<file path="src/rtl/act_word_packer.sv">
// act_word_packer: packs narrow activation beats MSB-first into wide words and
// emits them as single-cycle pulses spaced at least GAP cycles apart via a small FIFO.
module act_word_packer #(
  parameter int ELEM_W   = 2,
  parameter int IN_ELEMS = 2,
  parameter int WORD_W   = 128,
  parameter int DEPTH    = 2,
  parameter int GAP      = 64
) (
  input  logic                       clk,
  input  logic                       rst,
  input  logic                       vld_in,
  input  logic                       last_in,
  input  logic [IN_ELEMS*ELEM_W-1:0] data_in,
  output logic                       rdy_in,
  output logic                       vld_out,
  output logic [WORD_W-1:0]          data_out
);
  localparam int N  = WORD_W / ELEM_W;
  localparam int BW = IN_ELEMS * ELEM_W;
  localparam int CW = $clog2(N + 1);
  localparam int FW = $clog2(DEPTH + 1);
  localparam int PW = DEPTH > 1 ? $clog2(DEPTH) : 1;
  localparam int GW = $clog2(GAP + 1);
  logic [CW-1:0]     cnt, cnt_nx;
  logic [WORD_W-1:0] pack, word;
  logic [WORD_W-1:0] mem [DEPTH];
  logic [PW-1:0]     wp, rp;
  logic [FW-1:0]     fcnt;
  logic [GW-1:0]     gap;
  logic              acc, push, pop;
  always_comb begin
    acc    = vld_in & rdy_in;
    cnt_nx = cnt + CW'(IN_ELEMS);
    word   = pack | ({data_in, {(WORD_W-BW){1'b0}}} >> (int'(cnt) * ELEM_W));
    push   = acc & (last_in | (cnt_nx == CW'(N)));
    pop    = (fcnt != '0) && (gap == '0);
  end
  assign rdy_in = fcnt != FW'(DEPTH);
  always_ff @(posedge clk)
    if (push) mem[wp] <= word;
  always_ff @(posedge clk or negedge rst) begin
    if (!rst) begin
      cnt      <= '0;
      pack     <= '0;
      wp       <= '0;
      rp       <= '0;
      fcnt     <= '0;
      gap      <= '0;
      vld_out  <= 1'b0;
      data_out <= '0;
    end else begin
      if (acc) begin
        pack <= push ? '0 : word;
        cnt  <= push ? '0 : cnt_nx;
      end
      if (push) wp <= wp == PW'(DEPTH-1) ? '0 : wp + 1'b1;
      // a pop only ever reads an entry written on an earlier edge
      if (pop) begin
        data_out <= mem[rp];
        rp       <= rp == PW'(DEPTH-1) ? '0 : rp + 1'b1;
        gap      <= GW'(GAP-1);
      end else if (gap != '0) begin
        gap <= gap - 1'b1;
      end
      vld_out <= pop;
      fcnt    <= fcnt + FW'(push) - FW'(pop);
    end
  end
endmodule

</file>
<file path="config.mk">
export PLATFORM = sky130hd
export DESIGN_NAME = act_word_packer
export DESIGN_NICKNAME = d
export VERILOG_FILES = /design/src/rtl/act_word_packer.sv
export SDC_FILE = /design/constraint.sdc
export NUM_CORES = 1
export LEC_CHECK = 0
export CAP_MARGIN = 10
export CORE_MARGIN = 5
export CORE_UTILIZATION = 38
export CTS_CLUSTER_DIAMETER = 120
export DETAILED_ROUTE_END_ITERATION = 10
export GPL_TIMING_DRIVEN = 0
export PLACE_DENSITY_LB_ADDON = 0.05
export SYNTH_ARGS = -nofsm -noshare
export SYNTH_HDL_FRONTEND = slang
export SYNTH_SLANG_ARGS = --single-unit
</file>
<file path="constraint.sdc">
create_clock -name clk -period 14.15 [get_ports clk]
set_input_delay 1.415 -clock clk [delete_from_list [all_inputs] [get_ports clk]]
set_output_delay 1.415 -clock clk [all_outputs]
set_load 0.01 [all_outputs]
</file>
# == Word level (Yosys, flattened, before mapping) ==
# Memory sizes are Yosys's and may differ from the RTL's. A register that Yosys moved wholly into a read port is not among the register bits.
# Cells that the tools add are included.
# word_totals
ff_bits,147
ram_bits,256
inputBits,8
output_inout_bits,130
word_cells,35
mem_count,1
# mem_list
name,depth,width,rd,rd_ports_with_merged_regs,wr,line_no,text
mem,2,128,1,1,1,27,logic [WORD_W-1:0] mem [DEPTH];
# classes
addsub,6
eq_ne,2
shifts,1
muxes,8
bitwise,4
n_reduce_logical,6
# op_table
op,count
128-bit 2-to-1 mux,1
128-bit OR,1
128-bit by 8-bit right shift with 128-bit output,1
7-bit 2-to-1 mux,3
7-bit by 2-bit adder with 7-bit output (second input constant),1
7-bit equality test (second input constant),1
7-bit logical NOT,1
7-bit nonzero test,1
7-bit by 1-bit subtractor with 7-bit output (second input constant),1
1-bit 2-to-1 mux,4
2-bit nonzero test,2
1-bit adder (second input constant),2
2-bit by 1-bit adder with 2-bit output,1
1-bit AND,2
2-bit != test (second input constant),1
2-bit by 1-bit subtractor with 2-bit output,1
1-bit logical AND,1
1-bit logical NOT,1
1-bit OR,1

# == Logic depth before layout (Yosys ltp) ==
# logic_depth
ltp_word,6
mapped_depth,13
mapped_depth_nobuf,11

# == Worst setup path after synthesis ==
# No wires, ideal clock.
# synth_timing
path_kind,input to register
startpoint,input vld_in
endpoint,"memory mem[0][0], enable pin"
t_arrival_ps,7676
path_slack_ps,5856
cell_stages,7
cell_sequence,and2_1 clkbuf_1 o31ai_2 o21ba_4 buf_6 inv_1 nor2_1
# synth_between
elab_chain_cells,4
# synth_rtl
item,line_no,text
from (decl),12,"input logic vld_in,"
1-bit AND,33,acc = vld_in & rdy_in;
1-bit AND,36,push = acc & (last_in | (cnt_nx == CW'(N)));
1-bit 2-to-1 mux,41,if (push) mem[wp] <= word;
1-bit 2-to-1 mux (not written as such),41,
to (decl),27,
# Every way passes these cells.

# == Final worst setup path ==
# layout_timing
startpoint,input vld_in
endpoint,"memory mem[1][127], enable pin"
# The elaborated chain is that of the path after synthesis.

==> results.tsv <==
stage	metric	value	unit
power_and_ir_drop	comb_power_share	27.7	%
clocking	cts.path.max_buffers	3	
sta	relSlewSlack	20.3	%
final_layout	syn_to_final_growth	20.7	%
power_and_ir_drop	p_seq_share	42.5	%
grt	grt_pass1_vias	13161	
placed_design	dpl_cell_area	0.0238	mm²
setup_path	path_cells	clkdlybuf4s50_1 -> and2_1 -> clkbuf_1 -> o31ai_2 -> o21ba_4 -> buf_6 -> inv_1 -> nor2_4 -> buf_12 -> buf_12 -> buf_12	
sta	min_period	4290	ps
synthesis	synthesis.nets	1574	
sta	setup_violations	0	
setup_path	cp.arrival	4570	ps
power_and_ir_drop	cellPowerDensity	191	mW/mm²
sta	rsz0062_at_grt	no	
final_layout	fillers	5007	
die	die_h	246	µm
synthesis	synth_edf_count	256	
power_and_ir_drop	power.static_leakage	10.3	nW
clocking	cts_tree	yes	
power_and_ir_drop	p_int	3.37	mW
clocking	clock-root-buffer	clkbuf_16	
synthesis	ys_ff_latch	530	
grt	grt_usage	19.0	%
setup_path	cp_num_buf_inv	7	
setup_path	cp_slowest_cell	nor2_4	
synthesis	ys_warn_count	0	
route	drt-vias-per-instance	5.08	
synthesis	ys_types	46	
power_and_ir_drop	p_sw_share	31.2	%
setup_path	worstSetupStartpointType	input pin	
die	initial_core_util	38.5	%
die	rows	86	
setup_path	cpLargestDelayFamily	buffers and inverters	
clocking	hold_buffers	0	
route	drt-total-wl	57500	µm
grt	antenna_found_initial	4	
synthesis	synthArstFlopShare	51.7	%
placed_design	place_ws	9280	ps
sta	max_freq	0.233	GHz
status	status	completed	
clocking	htreeDepth	2	
grt	grt_max_degree	106	
clocking	cts_buffers	57	
synthesis	ys.flop_type	dfrtp_1	
grt	met2_usage	30.8	%
sta	fin_hold_ws	477	ps
sta	slew_viol_final	0	
clocking	cts-resized-gates	0	
sta	finalCritPeriodShare	30.3	%
power_and_ir_drop	vdd_drop_max	0.0915	mV
clocking	clkSlewWorstSetupHoldPaths	60	ps
sta	skew	24.1	ps
setup_path	cp_slowest_stage_delay	540	ps
placed_design	dp_hpwl	39900	µm
setup_path	crit_type	in -> reg	
die	die_w	246	µm
grt	grt_overflow_total	0	
die	dieArea	0.0607	mm²
grt	busiest_layer	met2	
setup_path	critPathMostFrequentCell	buf_12	
synthesis	syn-instance-count	1561	
placed_design	place.gp.congestion	0.830	
die	io_pins	138	
setup_path	crit_path_end_kind	register	
final_layout	final_cell_mix	dfrtp_1, edfxtp_1, nand2_1, clkdlybuf4s50_1, mux2i_1	
clocking	post-cts-setup-buffer-count	0	
grt	grt_pass1_wl	86300	µm
route	drcViolationCount	0	
route	vias	13026	
placed_design	portBuffers	136	
route	drt_iter0_markers	1066	
die	core-area	0.0552	mm²
power_and_ir_drop	p_sw	1.52	mW
final_layout	nets	1780	
min_path	hold_class	reg -> reg	
power_and_ir_drop	p_clk_share	29.9	%
sta	fin_ws	9860	ps
sta	finalHoldViolCount	0	
route	wl_per_cell	22.4	µm
route	dr.pass1.iters	5	
grt	met3_usage	2.78	%
final_layout	final_common_cell	dfrtp_1	
synthesis	syn_area	0.0212	mm²
job	drv_cap	0	
route	drtAntennaViolNets	0	
grt	use_met1	26.6	%
synthesis	ys_seq_area_share	68.5	%
setup_path	crit_required	14430	ps
power_and_ir_drop	p_total	4.89	mW
sta	worstMarginPinSlew	1200	ps
clocking	clock_latency	610	ps
final_layout	drive_gt1_share	15.8	%
setup_path	crit_fanout	30	
final_layout	final_util	46.4	%
synthesis	syn_avg_cell_area	13.6	µm²
final_layout	stdcell_area	0.0256	mm²
clocking	cts_sinks	530	
## stage by stage
step,std cells,TNS (ps)
floorplan,1561,0
global placement,2445,-253560
finish,2563,0
CTS,2560,0
detailed placement,2456,0
global route,2560,0
## worst min-delay path: cells and delay by family (launching register included)
family / cells / cell delay, ps
flip-flops: 1 / 340
AO/OA/AOI/OAI: 1 / 60
AND/OR/NAND/NOR: 1 / 40
## Yosys cell counts, types with 4 or more instances
library cell	number	area share, %
nor2b_1	7	0.21
clkbuf_1	73	1.3
ha_1	5	0.29
a21o_1	19	0.67
nand3_1	5	0.12
o21bai_1	64	2.3
and3_1	11	0.32
nor3_1	5	0.12
buf_2	28	0.66
dfrtp_1	274	32
nand2_1	152	2.7
nor2_1	43	0.76
nor2_2	43	1.3
inv_1	7	0.12
nor2_4	54	2.9
nand2b_1	5	0.15
a21oi_1	67	1.6
xnor2_1	4	0.16
a31oi_1	65	1.9
o21ai_1	42	0.99
mux2i_1	130	6.1
a31o_2	48	2.0
o21ai_0	89	2.1
and2_1	26	0.77
buf_12	8	0.75
edfxtp_1	256	36
## state kept, by name, summed over array words and instances, names as in the netlist
name	cells
cnt	6
data_out	128
fcnt	2
gap	7
mem	256
pack	128
rp	1
vld_out	1
wp	1
## metal layers
layer	part of all wire (%)	wire, µm
met1	45	26100
met2	48	27300
met3	4.2	2430
met4	2.7	1550
met5	0.023	13
## final timing paths
kind,start,end,slack (ps),depth (start not counted)
worst max register to register,fcnt[0],mem[1][127],10460,11
max in group asynchronous,rst,data_out[29],11890,3
min in group asynchronous,rst,data_out[1],850,1
worst min register to register,data_out[57],data_out[57],480,2
worst max-delay path,vld_in,mem[1][127],9860,11
worst min-delay path,data_out[57],data_out[57],480,2
## kinds of logic after synthesis
kind of cell,count (synthesis),share of synthesized area [%]
compound gates,409,12.1
xor+xnor,4,0.165
fa+ha+maj,5,0.295
buf+inv,125,3.25
flops,530,68.5
mux,130,6.13
simple gates,358,9.56
## layout make-up
class / count / area, µm² / share of cell area, %
plain buffers: 118 / 664 / 2.59
diodes: 3 / 7.51 / 0.0293
flip-flops and latches: 530 / 14500 / 56.8
multi-input cells: 906 / 6020 / 23.5
clock buffers: 76 / 1530 / 5.96
clock inverters: 28 / 287 / 1.12
inverters: 7 / 26.3 / 0.103
repair buffers: 147 / 1620 / 6.31
well taps: 748 / 936 / 3.65
## power groups by stage
stage / sequential [mW] / combinational [mW] / clock [mW]
5_1_grt: 2.11 / 1.48 / 1.56
6_report: 2.08 / 1.35 / 1.46
2_1_floorplan: 2.16 / 0.657 / 0
4_1_cts: 2.08 / 1.38 / 1.50
3_5_place_dp: 2.11 / 1.38 / 0
3_3_place_gp: 2.13 / 1.35 / 0
No activity file was read; power rests on OpenSTA's default activity.
